$ cat src/rtl/icsrc_arbiter_pkg.sv
// Shared helpers for the interconnect source arbiter.
// Width fallbacks apply only when the shared constants are not already defined.
`ifndef FLIT_WIDTH
`define FLIT_WIDTH 32
`endif
`ifndef CREDIT_WIDTH
`define CREDIT_WIDTH 8
`endif
`ifndef A_WIDTH
`define A_WIDTH 4
`endif

package icsrc_arbiter_pkg;

  // Bits needed to represent v (0 for v == 0).
  function automatic int clogb2(input int v);
    int r;
    int x;
    r = 0;
    x = v;
    while (x > 0) begin
      x = x >> 1;
      r = r + 1;
    end
    return r;
  endfunction

  function automatic int src_w(input int n);
    return (clogb2(n - 1) < 1) ? 1 : clogb2(n - 1);
  endfunction

endpackage

$ cat src/rtl/arb_rr_pick.sv
// Combinational masked round-robin picker.
// Requests above ptr win first; otherwise the lowest request wins.
module arb_rr_pick
  import icsrc_arbiter_pkg::*;
#(
  parameter int N  = 2,
  parameter int SW = 1
) (
  input  logic [N-1:0]  req,
  input  logic [SW-1:0] ptr,
  output logic [N-1:0]  grant,
  output logic [SW-1:0] idx,
  output logic          any
);

  logic [N-1:0] mask;
  logic [N-1:0] hi;
  logic         hi_any;

  always_comb begin
    mask = '0;
    for (int i = 0; i < N; i++) begin
      mask[i] = (i > int'(ptr));
    end
    hi     = req & mask;
    hi_any = |hi;
  end

  always_comb begin
    grant = '0;
    idx   = '0;
    any   = 1'b0;
    for (int i = 0; i < N; i++) begin
      if (!any && (hi_any ? hi[i] : req[i])) begin
        any      = 1'b1;
        grant[i] = 1'b1;
        idx      = SW'(i);
      end
    end
  end

endmodule

$ cat src/rtl/icsrc_arbiter.sv
// Node-output arbiter feeding one registered interconnect slot.
// Optional ICSRC_STATS_EN builds saturating grant/stall counters.
module icsrc_arbiter
  import icsrc_arbiter_pkg::*;
#(
  parameter int N     = 2,
  parameter int WIDTH = `FLIT_WIDTH,
  parameter int AW    = `A_WIDTH,
  localparam int SW   = src_w(N)
) (
  input  logic            clock,
  input  logic            reset,
  input  logic            enable,
  input  logic [N-1:0]    in_valid,
  input  logic [N-1:0]    in_valid_urgent,
  input  logic [N*WIDTH-1:0] in_data,
  input  logic [N*AW-1:0] in_nexthop,
  output logic [N-1:0]    in_dequeue,
  output logic            out_valid,
  output logic            out_urgent,
  output logic [WIDTH-1:0] out_data,
  output logic [AW-1:0]   out_nexthop,
  output logic [SW-1:0]   out_src,
  input  logic            out_ack,
  output logic [15:0]     stats_grants,
  output logic [15:0]     stats_stalls
);

  logic [SW-1:0]    rr_ptr;
  logic [N-1:0]     urg_req;
  logic [N-1:0]     urg_gnt;
  logic [N-1:0]     all_gnt;
  logic [N-1:0]     win_gnt;
  logic [SW-1:0]    urg_idx;
  logic [SW-1:0]    all_idx;
  logic [SW-1:0]    win_idx;
  logic             urg_any;
  logic             all_any;
  logic             free;
  logic             grant;
  logic [WIDTH-1:0] win_data;
  logic [AW-1:0]    win_nh;

  assign urg_req = in_valid & in_valid_urgent;

  arb_rr_pick #(.N(N), .SW(SW)) u_urg (
    .req   (urg_req),
    .ptr   (rr_ptr),
    .grant (urg_gnt),
    .idx   (urg_idx),
    .any   (urg_any)
  );

  arb_rr_pick #(.N(N), .SW(SW)) u_all (
    .req   (in_valid),
    .ptr   (rr_ptr),
    .grant (all_gnt),
    .idx   (all_idx),
    .any   (all_any)
  );

  assign free    = !out_valid || out_ack;
  assign grant   = enable && free && all_any && !reset;
  assign win_gnt = urg_any ? urg_gnt : all_gnt;
  assign win_idx = urg_any ? urg_idx : all_idx;

  assign in_dequeue = grant ? win_gnt : '0;

  always_comb begin
    win_data = in_data[int'(win_idx)*WIDTH +: WIDTH];
    win_nh   = in_nexthop[int'(win_idx)*AW +: AW];
  end

  // Slot loads on grant, drains when acked with nothing new to load.
  always_ff @(posedge clock) begin
    if (reset) begin
      out_valid   <= 1'b0;
      out_urgent  <= 1'b0;
      out_data    <= '0;
      out_nexthop <= '0;
      out_src     <= '0;
      rr_ptr      <= SW'(N - 1);
    end else if (grant) begin
      out_valid   <= 1'b1;
      out_urgent  <= urg_any;
      out_data    <= win_data;
      out_nexthop <= win_nh;
      out_src     <= win_idx;
      rr_ptr      <= win_idx;
    end else if (free) begin
      out_valid   <= 1'b0;
    end
  end

`ifdef ICSRC_STATS_EN
  always_ff @(posedge clock) begin
    if (reset) begin
      stats_grants <= '0;
      stats_stalls <= '0;
    end else begin
      if (grant && stats_grants != 16'hFFFF) begin
        stats_grants <= stats_grants + 16'd1;
      end
      if (out_valid && !out_ack && stats_stalls != 16'hFFFF) begin
        stats_stalls <= stats_stalls + 16'd1;
      end
    end
  end
`else
  assign stats_grants = '0;
  assign stats_stalls = '0;
`endif

endmodule

$ cat config.mk
export PLATFORM = sky130hd
export DESIGN_NAME = icsrc_arbiter
export DESIGN_NICKNAME = d
export VERILOG_FILES = /design/src/rtl/icsrc_arbiter_pkg.sv /design/src/rtl/arb_rr_pick.sv /design/src/rtl/icsrc_arbiter.sv
export SDC_FILE = /design/constraint.sdc
export NUM_CORES = 1
export LEC_CHECK = 0
export BUFFER_PORTS_ARGS = -buffer_cell sky130_fd_sc_hd__buf_2
export CORE_ASPECT_RATIO = 1.2
export CORE_MARGIN = 4
export CORE_UTILIZATION = 36
export DETAILED_ROUTE_END_ITERATION = 6
export GPL_ROUTABILITY_DRIVEN = 0
export PLACE_DENSITY_LB_ADDON = 0.15
export REMOVE_ABC_BUFFERS = 1
export SLEW_MARGIN = 20
export SYNTH_ARGS = -nofsm -noshare
export SYNTH_HDL_FRONTEND = slang
export SYNTH_SLANG_ARGS = --single-unit
$ cat constraint.sdc
create_clock -name clock -period 1.15 [get_ports clock]
set_input_delay 0.0575 -clock clock [delete_from_list [all_inputs] [get_ports clock]]
set_output_delay 0.0575 -clock clock [all_outputs]
set_load 0.01 [all_outputs]
==> results.yml, run 1 <==
logic_synthesis:
  synth_cells: 214
  synth_seq_area_share_pct: 40.6
  yosysWarnings: 0
  yosysUniqueCellTypes: 24
  syn-cell-area_um2: 1970
  avgSynthCellArea_um2: 9.21
  synth-seq-cells: 40
timing:
  fmax_mhz: 734
  post-route-min-period_ns: 1.36
  slew_violations: 0
  hold_ws_ns: 0.0280
  finalHoldViolCount: 0
  rsz0062_at_grt: "yes"
  setup_violations: 40
  skew_ns: 0.00307
  final.period_utilization_pct: 118
  finalWorstSetupSlack_ns: -0.212
cts:
  cts_sinks: 40
  ctsLongestPathBuffers: 2
  clock_latency_ns: 0.28
  cts.reportedPaths.clkPinSlew_ns: 0.07
  htreeDepth: 2
  cts_tree: "built"
  cts_root_buf: "clkbuf_8"
  numCtsBuffers: 5
routing:
  dr_total_vias: 1908
  drc: 0
  via_per_inst: 4.67
  drtIter0Drc: 50
  detail_route.wirelength_um: 5350
  wl_per_cell_um: 13.1
  dr.pass1.iters: 4
  ant_nets: 0
pwr:
  power_density_nw_per_um2: 1260
  vdd_drop_max_uv: 559
  total_power_mw: 3.64
  p_leak_nw: 1.59
placement:
  portBuffers: 120
  hpwl_um: 3580
  dpl_cell_area_um2: 2540
  pre_cts_slack_ns: -0.130
critical_path:
  r2r_cells: 6
  rrSetupSlack_ns: -0.17
  critPathKind: "reg2out"
  end_kind: "output pin"
  start_kind: "flop"
  timing.rr.end: "out_data[16]"
  cp.arrival_ns: 1.30
  crit_fanout: 6
  reg2reg_from: "out_valid"
  cp.required_ns: 1.09
floorplanning:
  die-area_um2: 6730
  std_cell_rows: 29
  core_area_um2: 5300
  io-pin-count: 153
  die_y_um: 89.1
  die_x_um: 75.6
  start_util_pct: 37.2
finish:
  finalNetCount: 426
  area_delta_synth_final_pct: 47.0
  n_antenna_cell: 0
  post-route-cell-area_um2: 2900
  layout-drive-gt1-share_pct: 45.8
  utilization_pct: 54.7
  layout_commonest_cell: "buf_2"
  mostFrequentLayoutCells: "buf_2 (119), dfxtp_1 (38), nand3_1 (36)"
global_route:
  track_usage_pct: 15.1
  overflow: 0
  grt_pass1_wl_um: 7820
  grt_max_degree: 37
  first_global_vias: 1685
  antenna_found_initial: 0
min_path:
  hold_path_class: "in2reg"
  holdPathStages: 2
  hold_start: "reset"
  hold_path_end: "out_valid"
flow_run:
  maxCapViolations: 0
outcome:
  status: "finished, violations left"
  violations: "negative setup slack"
## power by group
part	total (mW)	switching, mW	leakage, nW	internal (mW)
Combinational	0.848	0.416	1.19	0.432
Sequential	1.55	0.0511	0.329	1.50
Clock	1.24	0.476	0.0645	0.766
Total	3.64	0.943	1.59	2.70
## worst max-delay path by stage
stage / from / to
detailed placement: rr_ptr / out_data[16]
floorplan: rr_ptr / out_data[10]
finish: rr_ptr / in_dequeue[1]
global route: out_valid / out_data[16]
global placement: rr_ptr / out_data[16]
CTS: rr_ptr / in_dequeue[1]
## registers in the layout, indices dropped and copies added, names as in the netlist
| register | flops |
|---|---|
| rr_ptr | 1 |
| out_valid | 1 |
| out_src | 1 |
| out_nexthop | 4 |
| out_urgent | 1 |
| out_data | 32 |
## cells by family (layout without fill, tap and decap cells)
kind of cell / count (synthesis) / in the layout / synth area share, %
other: 1 / 32 / 0.190
AOI/OAI and AO/OA: 42 / 42 / 11.7
DFF: 40 / 40 / 40.6
buffers and inverters: 49 / 151 / 17.3
muxes: 36 / 36 / 18.3
and+or+nand+nor: 46 / 46 / 11.9
## stage by stage
stage                     cells  TNS, ns
final                       409    -4.63
after global routing        409    -7.90
after CTS                   407    -6.08
after detailed placement    386    -3.94
after global placement      386    -3.22
after floorplan             198   -49.61
## critical path, cell delays in order, from the launching register on
cell      delay (ns)
dfxtp_2         0.33
nand2_2         0.07
o211ai_4        0.09
buf_12          0.15
or2_4           0.25
inv_2           0.05
buf_6           0.09
## metal layers
layer | vias up | global-route usage, % | share of wire (%)
met5 | - | 0 | 0
met4 | 0 | 5.72 | 1.5
met3 | 7 | 3.15 | 9.0
met2 | 88 | 27.3 | 51
met1 | 866 | 17.2 | 39
li1 | 947 | - | -
## final cells by class
cell class              instances  area (µm²)
clock buffers                   7        96.3
clock inverters                 1        30.0
fillers                       493        2400
inverters                       2        7.51
multi-input cells             156         987
flip-flops and latches         40         803
well taps                      62        77.6
repair buffers                141         896
## synth_stat cells
| cell | instances | area, µm² |
|---|---|---|
| mux2i_1 | 36 | 360 |
| inv_2 | 1 | 3.75 |
| nand3_1 | 36 | 180 |
| o2111ai_2 | 1 | 15.0 |
| nor3_1 | 1 | 5.00 |
| inv_1 | 1 | 3.75 |
| o21ai_0 | 19 | 95.1 |
| buf_6 | 2 | 22.5 |
| a21oi_1 | 1 | 5.00 |
| or2_2 | 1 | 6.26 |
| a221oi_1 | 1 | 8.76 |
| buf_2 | 2 | 10.0 |
| nor2b_1 | 3 | 18.8 |
| nand2_1 | 3 | 11.3 |
| nand3b_1 | 1 | 7.51 |
| o21ai_1 | 19 | 95.1 |
| o211ai_2 | 1 | 12.5 |
| buf_4 | 34 | 255 |
| buf_1 | 3 | 11.3 |
| clkbuf_1 | 5 | 18.8 |
| conb_1 | 1 | 3.75 |
| buf_8 | 1 | 15.0 |
| dfxtp_1 | 40 | 801 |
| nand2b_1 | 1 | 6.26 |
## repair_timing
item                       in CTS  in global routing
pin swaps                       3                  2
cloned                          2                  1
setup endpoints to repair      40                 40
hold endpoints to repair        2                  0
gates resized for setup        12                  6
buffers inserted               10                  1
hold buffers                    1                  0
Note: power is estimated with default switching activity, not from simulation.
==> run 2: changes to the inputs <==
--- a/config.mk
+++ b/config.mk
@@ -9,10 +9,10 @@
 export CORE_ASPECT_RATIO = 1.2
 export CORE_MARGIN = 4
 export CORE_UTILIZATION = 36
+export CTS_CLUSTER_DIAMETER = 40
 export DETAILED_ROUTE_END_ITERATION = 6
 export GPL_ROUTABILITY_DRIVEN = 0
 export PLACE_DENSITY_LB_ADDON = 0.15
-export REMOVE_ABC_BUFFERS = 1
 export SLEW_MARGIN = 20
 export SYNTH_ARGS = -nofsm -noshare
 export SYNTH_HDL_FRONTEND = slang
==> results.yml, run 2 (same netlist as run 1, synthesis figures left out) <==
cts:
  ctsLongestPathBuffers: 2
  cts.reportedPaths.clkPinSlew_ns: 0.07
  cts_tree: "built"
  cts_root_buf: "clkbuf_8"
  htreeDepth: 2
  numCtsBuffers: 5
  clock_latency_ns: 0.29
  cts_sinks: 40
floorplanning:
  std_cell_rows: 29
  core_area_um2: 5300
  io-pin-count: 153
  die_y_um: 89.1
  die_x_um: 75.6
  die-area_um2: 6730
  start_util_pct: 37.2
timing:
  fmax_mhz: 739
  final.period_utilization_pct: 118
  setup_violations: 40
  tns_ns: -5.15
  finalWorstSetupSlack_ns: -0.203
  finalHoldViolCount: 0
  skew_ns: 0.00423
  slew_violations: 0
  post-route-min-period_ns: 1.35
  rsz0062_at_grt: "yes"
critical_path:
  cp.required_ns: 1.09
  crit_chain: "nand2_2, o211ai_4, buf_4, or2_4, inv_2, buf_6"
  r2r_cells: 6
  crit_fanout: 3
  start_kind: "flop"
  crit_path_start: "rr_ptr"
  rrSetupSlack_ns: -0.19
  slowest_delay_ns: 0.32
  critPathKind: "reg2out"
  path_delay_family: "flip-flops"
  timing.rr.end: "out_data[16]"
  cp.arrival_ns: 1.30
  cp_num_cells: 6
  end_kind: "output pin"
  crit_slowest_cell: "dfxtp_2"
  reg2reg_from: "rr_ptr"
  worst-path-buf-inv: 3
outcome:
  violations: "negative setup slack"
  status: "finished, violations left"
global_route:
  first_global_vias: 1702
  grt_pass1_wl_um: 7490
  antenna_found_initial: 0
  grt_max_degree: 37
  track_usage_pct: 14.4
  overflow: 0
finish:
  regArea_um2: 803
  layout_commonest_cell: "buf_2"
  top_regs: "out_data (32), out_nexthop (4)"
  layoutNonFillerInstCount: 408
  n_antenna_cell: 0
  area_delta_synth_final_pct: 46.6
  top_register: "out_data"
  post-route-cell-area_um2: 2890
  mostFrequentLayoutCells: "buf_2 (119), dfxtp_1 (38), nand3_1 (36)"
  layout-drive-gt1-share_pct: 45.7
  largest_reg_flops: 32
  multi_input_area_um2: 991
  finalNetCount: 425
  num-fill-cells: 527
  utilization_pct: 54.6
placement:
  dpl_cell_area_um2: 2530
  pre_cts_slack_ns: -0.149
  hpwl_um: 3610
  portBuffers: 120
  place_inst: 385
routing:
  top_layer: "met4"
  via_per_inst: 4.64
  dr.pass1.iters: 4
  m1WireLength_um: 2040
  wl_per_cell_um: 13.2
  wl_met2_um: 2710
  drtIter0Drc: 43
  ant_nets: 0
  drc: 0
  dr_total_vias: 1895
  wl_met3_um: 584
  detail_route.wirelength_um: 5380
min_path:
  holdPathStages: 3
  hold_path_end: "out_nexthop[0]"
  hold_path_class: "in2reg"
  hold_start: "in_nexthop[4]"
flow_run:
  maxCapViolations: 0
pwr:
  vdd_drop_max_uv: 602
  power_density_nw_per_um2: 1160
  p_leak_nw: 1.57
run 2: worst max path at each step:
stage / end
6_report: in_dequeue[1]
5_1_grt: out_data[15]
4_1_cts: in_dequeue[1]
3_5_place_dp: out_data[16]
3_3_place_gp: out_data[7]
2_1_floorplan: out_data[23]
run 2: worst register-to-register path, cell delays in order, from the launching register on:
cell       delay, ns
dfxtp_2         0.33
nand2_2         0.05
o211ai_4        0.20
buf_4           0.18
clkbuf_16       0.18
mux2i_1         0.20
o21ai_0         0.08
run 2: layout make-up:
class | instances | area share [%]
inverters | 2 | 0.260
clock buffers | 6 | 2.86
repair buffers | 140 | 31.8
flip-flops and latches | 40 | 27.8
well taps | 62 | 2.68
multi-input cells | 156 | 34.3
clock inverters | 2 | 0.346
run 2: layer usage:
layer	GRT usage [%]	vias up
li1	-	946
met1	15.7	855
met2	25.8	90
met3	4.84	4
met4	4.77	0
met5	0	-
run 2: per-stage QoR:
| step | power [mW] | hold WS [ns] |
|---|---|---|
| 2_1_floorplan | 2.07 | 0.127 |
| 3_3_place_gp | 2.30 | 0.294 |
| 3_5_place_dp | 2.31 | 0.297 |
| 4_1_cts | 3.41 | 0.0185 |
| 5_1_grt | 3.55 | 0.0311 |
| 6_report | 3.35 | 0.0301 |
run 2: report_power, final:
group | internal (mW) | switching [mW]
clock | 0.478 | 0.461
sequential | 1.50 | 0.0516
combinational | 0.442 | 0.419
run 2: timing repair:
item,4_1_cts,5_1_grt
buffers inserted,9,3
hold endpoints to repair,1,0
setup endpoints to repair,40,42
resized for setup,17,9
hold buffers,2,0
cloned,4,1
pin swaps,2,1
